===== src/rtl/fetch_unit.sv =====
// ============================================================================
//  Module      : fetch_unit
//  Description : VLIW instruction fetch stage. Drives the bundle address to
//                the memory instruction port and queues {pc, bundle} pairs
//                in a small circular FIFO toward decode (valid/ready).
//                Supports flush-and-redirect for branches and exceptions.
//  Revision    : 1.0 - initial release
// ============================================================================
`default_nettype none

module fetch_unit #(
  parameter logic [31:0] RESET_PC = 32'h0000_0000,
  parameter int          DEPTH    = 4
) (
  input  logic                       clk,
  input  logic                       rst,
  input  logic                       fetch_en,
  output logic [31:0]                pc_out,
  input  logic [127:0]               inst_bundle_in,
  input  logic                       redirect_valid,
  input  logic [31:0]                redirect_pc,
  output logic                       bundle_valid,
  input  logic                       bundle_ready,
  output logic [127:0]               bundle_out,
  output logic [31:0]                bundle_pc,
  output logic [$clog2(DEPTH):0]     fifo_count
);

  localparam int                  c_PTR_W     = $clog2(DEPTH);
  localparam int                  c_CNT_W     = c_PTR_W + 1;
  localparam logic [c_CNT_W-1:0]  c_DEPTH_CNT = c_CNT_W'(DEPTH);
  localparam logic [31:0]         c_ALIGN     = 32'hFFFF_FFF0;
  localparam logic [31:0]         c_STRIDE    = 32'd16;

  logic [31:0]        r_pc;
  logic [c_PTR_W-1:0] r_wr_ptr;
  logic [c_PTR_W-1:0] r_rd_ptr;
  logic [c_CNT_W-1:0] r_count;
  logic [31:0]        r_mem_pc     [DEPTH];
  logic [127:0]       r_mem_bundle [DEPTH];

  logic w_not_empty;
  logic w_pop;
  logic w_push;

  // Handshake decode: redirect masks valid so decode cannot consume a stale
  // entry in the same cycle it is being flushed. A full FIFO may still accept
  // a push when the head leaves in the same cycle.
  always_comb begin
    w_not_empty  = (r_count != '0);
    bundle_valid = w_not_empty && !redirect_valid;
    w_pop        = bundle_valid && bundle_ready;
    w_push       = fetch_en && !redirect_valid &&
                   ((r_count != c_DEPTH_CNT) || w_pop);
  end

  // Head-of-queue outputs, forced to zero while the queue is empty.
  always_comb begin
    bundle_out = w_not_empty ? r_mem_bundle[r_rd_ptr] : '0;
    bundle_pc  = w_not_empty ? r_mem_pc[r_rd_ptr]     : '0;
  end

  assign pc_out     = r_pc;
  assign fifo_count = r_count;

  // Control state: PC, pointers and occupancy. Redirect wins over everything.
  always_ff @(posedge clk or posedge rst) begin
    if (rst) begin
      r_pc     <= RESET_PC;
      r_wr_ptr <= '0;
      r_rd_ptr <= '0;
      r_count  <= '0;
    end else if (redirect_valid) begin
      r_pc     <= redirect_pc & c_ALIGN;
      r_wr_ptr <= '0;
      r_rd_ptr <= '0;
      r_count  <= '0;
    end else begin
      if (w_push) begin
        r_pc     <= r_pc + c_STRIDE;
        r_wr_ptr <= r_wr_ptr + c_PTR_W'(1);
      end
      if (w_pop) begin
        r_rd_ptr <= r_rd_ptr + c_PTR_W'(1);
      end
      if (w_push && !w_pop) begin
        r_count <= r_count + c_CNT_W'(1);
      end else if (w_pop && !w_push) begin
        r_count <= r_count - c_CNT_W'(1);
      end
    end
  end

  // Entry storage: no reset needed, occupancy alone decides what is live.
  always_ff @(posedge clk) begin
    if (w_push) begin
      r_mem_pc[r_wr_ptr]     <= r_pc;
      r_mem_bundle[r_wr_ptr] <= inst_bundle_in;
    end
  end

endmodule

`default_nettype wire


===== config.mk =====
export PLATFORM = sky130hd
export DESIGN_NAME = fetch_unit
export DESIGN_NICKNAME = d
export VERILOG_FILES = /design/src/rtl/fetch_unit.sv
export SDC_FILE = /design/constraint.sdc
export NUM_CORES = 1
export LEC_CHECK = 0
export CELL_PAD_IN_SITES_DETAIL_PLACEMENT = 1
export CELL_PAD_IN_SITES_GLOBAL_PLACEMENT = 1
export CORE_ASPECT_RATIO = 0.8
export CORE_MARGIN = 1
export CORE_UTILIZATION = 43
export DETAILED_ROUTE_END_ITERATION = 10
export MAX_ROUTING_LAYER = met4
export PLACE_DENSITY = 0.74
export SYNTH_ARGS = -nofsm -noshare
export SYNTH_HDL_FRONTEND = slang
export SYNTH_SLANG_ARGS = --single-unit

===== constraint.sdc =====
create_clock -name clk -period 5.06 [get_ports clk]
set_input_delay 1.012 -clock clk [delete_from_list [all_inputs] [get_ports clk]]
set_output_delay 1.012 -clock clk [all_outputs]
set_load 0.01 [all_outputs]

======== Yosys cells after proc, flatten, opt, wreduce, memory -nomap -nowiden ========
Memories as Yosys holds them, arrays and structs flattened.
Cells that the tools add are included.
storage, ports and cells
  register bits after elaboration ......... 39
  memory bits (writable) .................. 640
  word-level logic and storage cells ...... 39
  memories kept ........................... 2
memory list
  memory        depth  bits a word  read ports  clocked after Yosys merged registers in  wr ports  line  RTL
  r_mem_bundle  4      128          1           0                                        1         40    logic [127:0] r_mem_bundle [DEPTH];
  r_mem_pc      4      32           1           0                                        1         39    logic [31:0] r_mem_pc [DEPTH];
cells by class
  add/subtract/negate cells ............... 5
  equal/unequal tests ..................... 1
  multiplexer cells ....................... 13
  reductions and logical operators ........ 14
operator list
  kind                                                                 number
  128-bit 2-to-1 mux                                                   1
  32-bit 2-to-1 mux                                                    3
  32-bit by 5-bit adder with 32-bit output (second input constant)     1
  3-bit 2-to-1 mux                                                     3
  2-bit 2-to-1 mux                                                     4
  1-bit logical AND                                                    6
  3-bit nonzero test                                                   2
  2-bit by 1-bit adder with 2-bit output (second input constant)       2
  2-bit nonzero test                                                   2
  3-bit by 1-bit adder with 3-bit output (second input constant)       1
  1-bit logical NOT                                                    3
  3-bit != test (second input constant)                                1
  3-bit by 1-bit subtractor with 3-bit output (second input constant)  1
  1-bit 2-to-1 mux                                                     2
  1-bit logical OR                                                     1

======== Longest topological paths before layout ========
Gate-level depths: netlist of run 1.
  depth in word-level cells ............... 10
  depth in mapped cells ................... 11
  depth with buffers taken out ............ 9

======== Worst setup path before layout of run 1 ========
Ideal clock, no wire load.
  kind .................................... input-to-reg
  from .................................... input port fetch_en
  to ...................................... memory r_mem_bundle[0][0] (enable)
  library setup time ...................... 0.535 ns
  arrival time ............................ 5.305 ns
  required time ........................... 4.525 ns
  setup slack ............................. -0.780 ns
  stages .................................. 4
  buffers on the path ..................... 1
  cells stage by stage .................... clkbuf_1 nand2_1 nor2_1 and2_1
on the way
  cells in the longest elaborated chain, start to end .. 4
ends and longest elaborated chain
  element                                 line  RTL
  start, declared                         17    input logic fetch_en,
  1-bit logical AND (2 in series)         53    w_push = fetch_en && !redirect_valid &&
  1-bit 2-to-1 mux                        96    if (w_push) begin
  1-bit 2-to-1 mux (not written as such)  98    r_mem_bundle[r_wr_ptr] <= inst_bundle_in;
  end, declared                           40
Every way passes these cells.

======== Final worst setup path of run 1 ========
  from .................................... register r_rd_ptr[0]
  to ...................................... output port bundle_out[53]
on the way
  cells in the longest elaborated chain, start to end .. 2
ends and longest elaborated chain
  element                 line  RTL
  start, declared         37    logic [c_PTR_W-1:0] r_rd_ptr;
  start signal, assigned  84    r_rd_ptr <= r_rd_ptr + c_PTR_W'(1);
  memory 4 x 128 bit      --
  128-bit 2-to-1 mux      59    bundle_out = w_not_empty ? r_mem_bundle[r_rd_ptr] : '0;
  end, declared           24    output logic [127:0] bundle_out,
Every way passes these cells.

==> results of run 1 <==
[cell usage after synthesis (2+ instances only)]
master	count
buf_2	14
o31a_1	2
xnor2_1	9
and3_1	6
ha_1	5
nor2_1	22
or4_1	13
mux4_2	156
o31ai_1	12
nand4_1	10
nor4_1	7
nand3_1	14
nand2b_1	2
buf_6	3
edfxtp_1	624
a31oi_1	14
nand2_1	25
a21oi_1	2
clkbuf_1	34
o21ai_0	14
inv_1	10
and2_1	163
buf_1	12
clkbuf_8	3
nor3_1	3
buf_4	8
or3_2	2
xor2_1	6
dfrtp_1	35
o211ai_1	2
[sequential cells by signal, indices dropped and copies added, names as in the netlist]
signal        count
fifo_count        3
r_mem_pc        112
pc_out           28
r_wr_ptr          2
r_rd_ptr          2
r_mem_bundle    512
[routing by layer]
layer / global-route usage / share of wire / up-vias
li1: - / - / 5852
met1: 0.262 / 0.42 / 7062
met2: 0.332 / 0.51 / 371
met3: 0.0485 / 0.055 / 80
met4: 0.0502 / 0.017 / 0
met5: - / 0 / -
[placed cells by master (no fill, tap or decap), types with 13 or more instances in the layout]
cell type        netlist  final
o21ai_0               14     14
clkbuf_16              0     68
nor2_1                22     22
nand3_1               14     14
nand2_1               25     25
edfxtp_1             624    624
mux4_2               156    156
buf_12                 0     21
clkinv_1               0     13
or4_1                 13     13
dfrtp_1               35     33
and2_1               163    159
a31oi_1               14     14
buf_4                  8     28
clkdlybuf4s50_1        0    348
[final cells by class]
cell class,count,area [µm²]
Multi-Input combinational cell,516,5800
Antenna cell,7,17.5
Fill cell,5202,26200
Sequential cell,659,19600
Inverter,10,37.5
Clock buffer,81,1760
Tap cell,769,962
Clock inverter,30,229
Timing Repair Buffer,397,4110
[cell families after synthesis]
| logic type | after synthesis | share of synthesized area |
|---|---|---|
| compound gates | 51 | 0.0130 |
| xor+xnor | 15 | 0.00509 |
| fa+ha+maj | 6 | 0.00320 |
| buf+inv | 86 | 0.0168 |
| flops | 659 | 0.760 |
| mux | 158 | 0.137 |
| other cells | 1 | 0.000145 |
| simple gates | 278 | 0.0649 |
[worst max-delay path by stage]
stage | from | endpoint | slack [ns]
finish | r_rd_ptr[0]$_DFFE_PP0P_ | bundle_out[53] | 0.98
global route | r_rd_ptr[0]$_DFFE_PP0P_ | bundle_out[63] | 0.76
CTS | r_rd_ptr[0]$_DFFE_PP0P_ | bundle_out[53] | 0.84
detailed placement | bundle_ready | fifo_count[2]$_DFFE_PP0P_ | 0.79
global placement | bundle_ready | fifo_count[2]$_DFFE_PP0P_ | 0.81
floorplan | fetch_en | r_mem_bundle[0][0]$_DFFE_PP_ | 0.97
[tightest hold or removal path: cells and delay by family, from the launching register on]
family	cells	cell delay, ns
and+or+nand+nor	1	0.07
AOI/OAI and AO/OA	1	0.06
DFF	1	0.41
[power by group]
part           internal [mW]  switching (mW)
Combinational           2.63            2.16
Clock                   2.58            2.01
Sequential              6.27           0.224
==> results.txt, run 1 <==
Yosys top cell area share: 0.726
DP Area: 30500 µm²
Hold Path Stages: 2
Final Core Density: 0.554
crit start category: flip-flop
TritonRoute pass-1 iters: 7
fraction of layout cells with a size suffix above 1: 0.182
top cells by area, synth: edfxtp_1 (73%), mux4_2 (14%), and2_1 (4.0%), dfrtp_1 (3.4%), clkbuf_1 (0.49%)
Final period util: 0.806
Post-synth top flop: edfxtp_1
Inst Count DP: 2351
overall power: 15.9 mW
CTS tree: yes
GRT Resource Usage Total: 0.205
crit path kind: reg2out
HP Class: reg2reg
Post-Synthesis Cells: 1254
first-pass GRT wire length: 90.2 mm
leak pwr: 10.4 nW
post-route setup slack: 0.982 ns
worst-margin pin slew: 0.760 ns
post-synthesis cell type count: 52
Initial Util: 0.440
largest net degree at the start of global routing: 78
clk slew on worst S/H paths: 0.06 ns
CTS Buf Count: 67
Core ar.: 58700 µm²
max-cap violation count: 0
setup_tns: 0 ns
post-synthesis sequential area ratio: 0.760
H-tree Lvls: 3
FF+latch count, synth: 659
CP top delay family: buffers and inverters
CTS sink count: 659
number of global-route vias before repair: 14500
yosys warns: 0
DRC Markers: 0
worst reg2reg path startpoint: fifo_count[1]$_DFFE_PP0P_
post-layout min period: 4.08 ns
CTS Root Cell: clkbuf_16
Pwr Density: 488 nW/µm²
Final Skew: 0.0238 ns
final setup violation count: 0
Vias per Instance: 5.41
Final nets: 1822
CTS max path bufs: 3
CP required: 4.05 ns
Max stage delay on crit path: 0.77 ns
crit-path max FO: 24
crit path cell chain: buf_4 -> mux4_2 -> and2_1 -> clkdlybuf4s50_1
peak supply drop: 0.000330 V
area of the die: 61000 µm²
Worst Reg-to-Reg Cells: 8
pre-CTS setup slack: 0.786 ns
share of synthesized flip-flops with an asynchronous set or reset: 0.0531
CP max-delay cell: dfrtp_4
WL per Instance: 24.4 µm
Hold Crit Start: r_wr_ptr[1]$_DFFE_PP0N_
status: finished clean
setup bufs post-CTS: 0
DR vias: 13400
drt total wl: 60.3 mm
area grow syn2layout: 26.1%
hold slack: 0.580 ns
worst reg2reg endpoint: fifo_count[2]$_DFFE_PP0P_
fin area: 32500 µm²
std cell rows: 79
Rel. slew slack: 0.493
routability cong.: 0.757
max-slew violations: 0
Post-synth EDFFs: 624
final hold vios: 0
worst skew pair latency: 0.61 ns
IO Port Bufs: 348
r2r setup slk: 1.86 ns
post_cts resized: 0
Final Non-Filler Cells: 2469
total global routing overflow: 0
Crit path depth: 4
Fmax: 245 MHz
Syn Area/Cell: 20.6 µm²
Worst setup EP type: output port
Bufs and invs on worst path: 2
hpwl dp: 37.4 mm
chip height: 221 µm
num ports: 361
# hold bufs at CTS: 0
critical path arrival: 3.07 ns
drt first-iter violations: 946
Syn Std Cell Area: 25800 µm²
die width: 276 µm
initial antenna violation count: 5
area leader, netlist: edfxtp_1
Post-DRT Antenna Nets: 0
hold endpoint: r_wr_ptr[1]$_DFFE_PP0N_
unrepaired setup endpoints after global routing: false
(Power assumes the default switching activity.)
==> run 2: changes to the inputs <==
Settings changed: CORE_UTILIZATION 43 to 47, PLACE_DENSITY 0.74 to 0.76.
Clock period 5.06 ns to 4.24 ns, I/O delays scaled along.
==> run 2 against run 1 <==
  * Critical path depth unchanged
  * Power up 19%
  * Flip-flop and latch count unchanged
  * Die area down 8.4%
  * First-iteration DRC count down 6.8%
  * Cell count down 3.1%
  * Sequential power up 19%
  * Global-route usage up 1.5 points
==> results.txt, run 2 (same netlist as run 1, synthesis figures left out) <==
std cell rows: 76
Max stage delay on crit path: 0.79 ns
worst skew pair latency: 0.62 ns
critical path arrival: 3.06 ns
crit-path max FO: 21
H-tree Lvls: 2
DRT met1 WL: 25.1 mm
Worst Reg-to-Reg Cells: 8
first-pass GRT wire length: 89.3 mm
Core ar.: 54000 µm²
max-slew violations: 0
Final Skew: 0.0191 ns
CP max-delay cell: dfrtp_4
Comb pwr share: 0.306
internal power: 13.7 mW
final setup violation count: 0
post-route setup slack: 0.334 ns
num ports: 361
largest net degree at the start of global routing: 82
CTS tree: yes
# hold bufs at CTS: 0
setup bufs post-CTS: 0
TritonRoute pass-1 iters: 5
NetSw: 5.19 mW
hold slack: 0.600 ns
number of global-route vias before repair: 14200
HP Class: in2async
Top Layer Used: met4
GRT Resource Usage Total: 0.221
most frequent cells in the layout: edfxtp_1 (624), clkdlybuf4s50_1 (348), and2_1 (159)
status: finished clean
DRC Markers: 0
Initial Util: 0.478
Final period util: 0.921
Post-DRT Antenna Nets: 0
CTS Root Cell: clkbuf_16
Vias per Instance: 5.55
Crit path depth: 4
Met3 Routed Length: 3.23 mm
area grow syn2layout: 25.3%
crit start category: flip-flop
clk slew on worst S/H paths: 0.06 ns
final hold vios: 0
Bufs and invs on worst path: 2
Pwr Density: 583 nW/µm²
setup_tns: 0 ns
chip height: 212 µm
metal2 WL: 30.4 mm
drt total wl: 59.7 mm
die width: 264 µm
sequential power share: 0.411
overall power: 18.9 mW
Final nets: 1808
most common library cell in the layout ignoring fill and taps: edfxtp_1
unrepaired setup endpoints after global routing: false
Worst setup EP type: output port
total global routing overflow: 0
sw frac: 0.275
clock share of power: 0.283
CTS sink count: 659
worst-margin pin slew: 0.566 ns
crit path kind: reg2out
Final Core Density: 0.599
leak pwr: 10.3 nW
area of the die: 55900 µm²
IO Port Bufs: 348
Largest Register: r_mem_bundle
DR vias: 13300
drt first-iter violations: 882
CP required: 3.39 ns
peak supply drop: 0.000423 V
max-cap violation count: 0
post-layout min period: 3.91 ns
crit path cell chain: buf_4 -> mux4_2 -> and2_1 -> clkdlybuf4s50_1
fraction of layout cells with a size suffix above 1: 0.181
Rel. slew slack: 0.621
CTS Buf Count: 61
routability cong.: 0.802
Largest register FFs: 512
CTS max path bufs: 3
Fmax: 256 MHz
initial antenna violation count: 2
post_cts resized: 0
CP top delay family: buffers and inverters
WL per Instance: 24.9 µm
hpwl dp: 37.4 mm
pre-CTS setup slack: 0.543 ns
## run 2: through the flow
stage | instances | area [µm²]
floorplan | 1261 | 25800
global placement | 2276 | 30400
detailed placement | 2276 | 30400
CTS | 2390 | 32300
global route | 2392 | 32300
finish | 2392 | 32300
## run 2: worst paths after layout
kind / from / to / slack, ns
max in group asynchronous: rst / r_rd_ptr[1]$_DFFE_PP0P_ / 2.87
worst min register to register: r_wr_ptr[1]$_DFFE_PP0N_ / r_wr_ptr[1]$_DFFE_PP0N_ / 0.61
min in group clk: r_wr_ptr[1]$_DFFE_PP0N_ / r_wr_ptr[1]$_DFFE_PP0N_ / 0.61
worst max-delay path: r_rd_ptr[0]$_DFFE_PP0P_ / bundle_out[124] / 0.33
worst max register to register: fifo_count[1]$_DFFE_PP0P_ / fifo_count[2]$_DFFE_PP0P_ / 1.18
worst min-delay path: rst / pc_out[7]$_DFFE_PP0N_ / 0.60
## run 2: cell type report
cell class	count	area, µm²
fillers	4670	21700
flip-flops and latches	659	19600
multi-input cells	516	5800
repair buffers	389	4040
clock buffers	82	1720
well taps	702	878
clock inverters	32	229
inverters	10	37.5
diodes	2	5.00
## run 2: power by group through the flow
stage                     registers [mW]  clock network, mW  logic (mW)
after floorplan                     7.75                  0        2.99
after global placement              7.86                  0        5.79
after detailed placement            7.89                  0        5.86
after CTS                           7.76               5.47        5.92
after global routing                7.79               5.66        6.15
final                               7.75               5.34        5.78
## run 2: layer usage
metal	vias to the layer above	GRT usage
met5	-	-
met3	79	0.0433
met1	7028	0.290
met2	337	0.361
li1	5824	-
met4	0	0.0465
## run 2: worst register-to-register path, stage by stage (launching register included)
cell and delay [ns]:
dfrtp_1 0.51, or4b_2 0.78, nand2_1 0.13, nor2_1 0.10, and2_1 0.20, fa_1 0.39, or3b_2 0.49, a31oi_1 0.23
a21oi_1 0.11
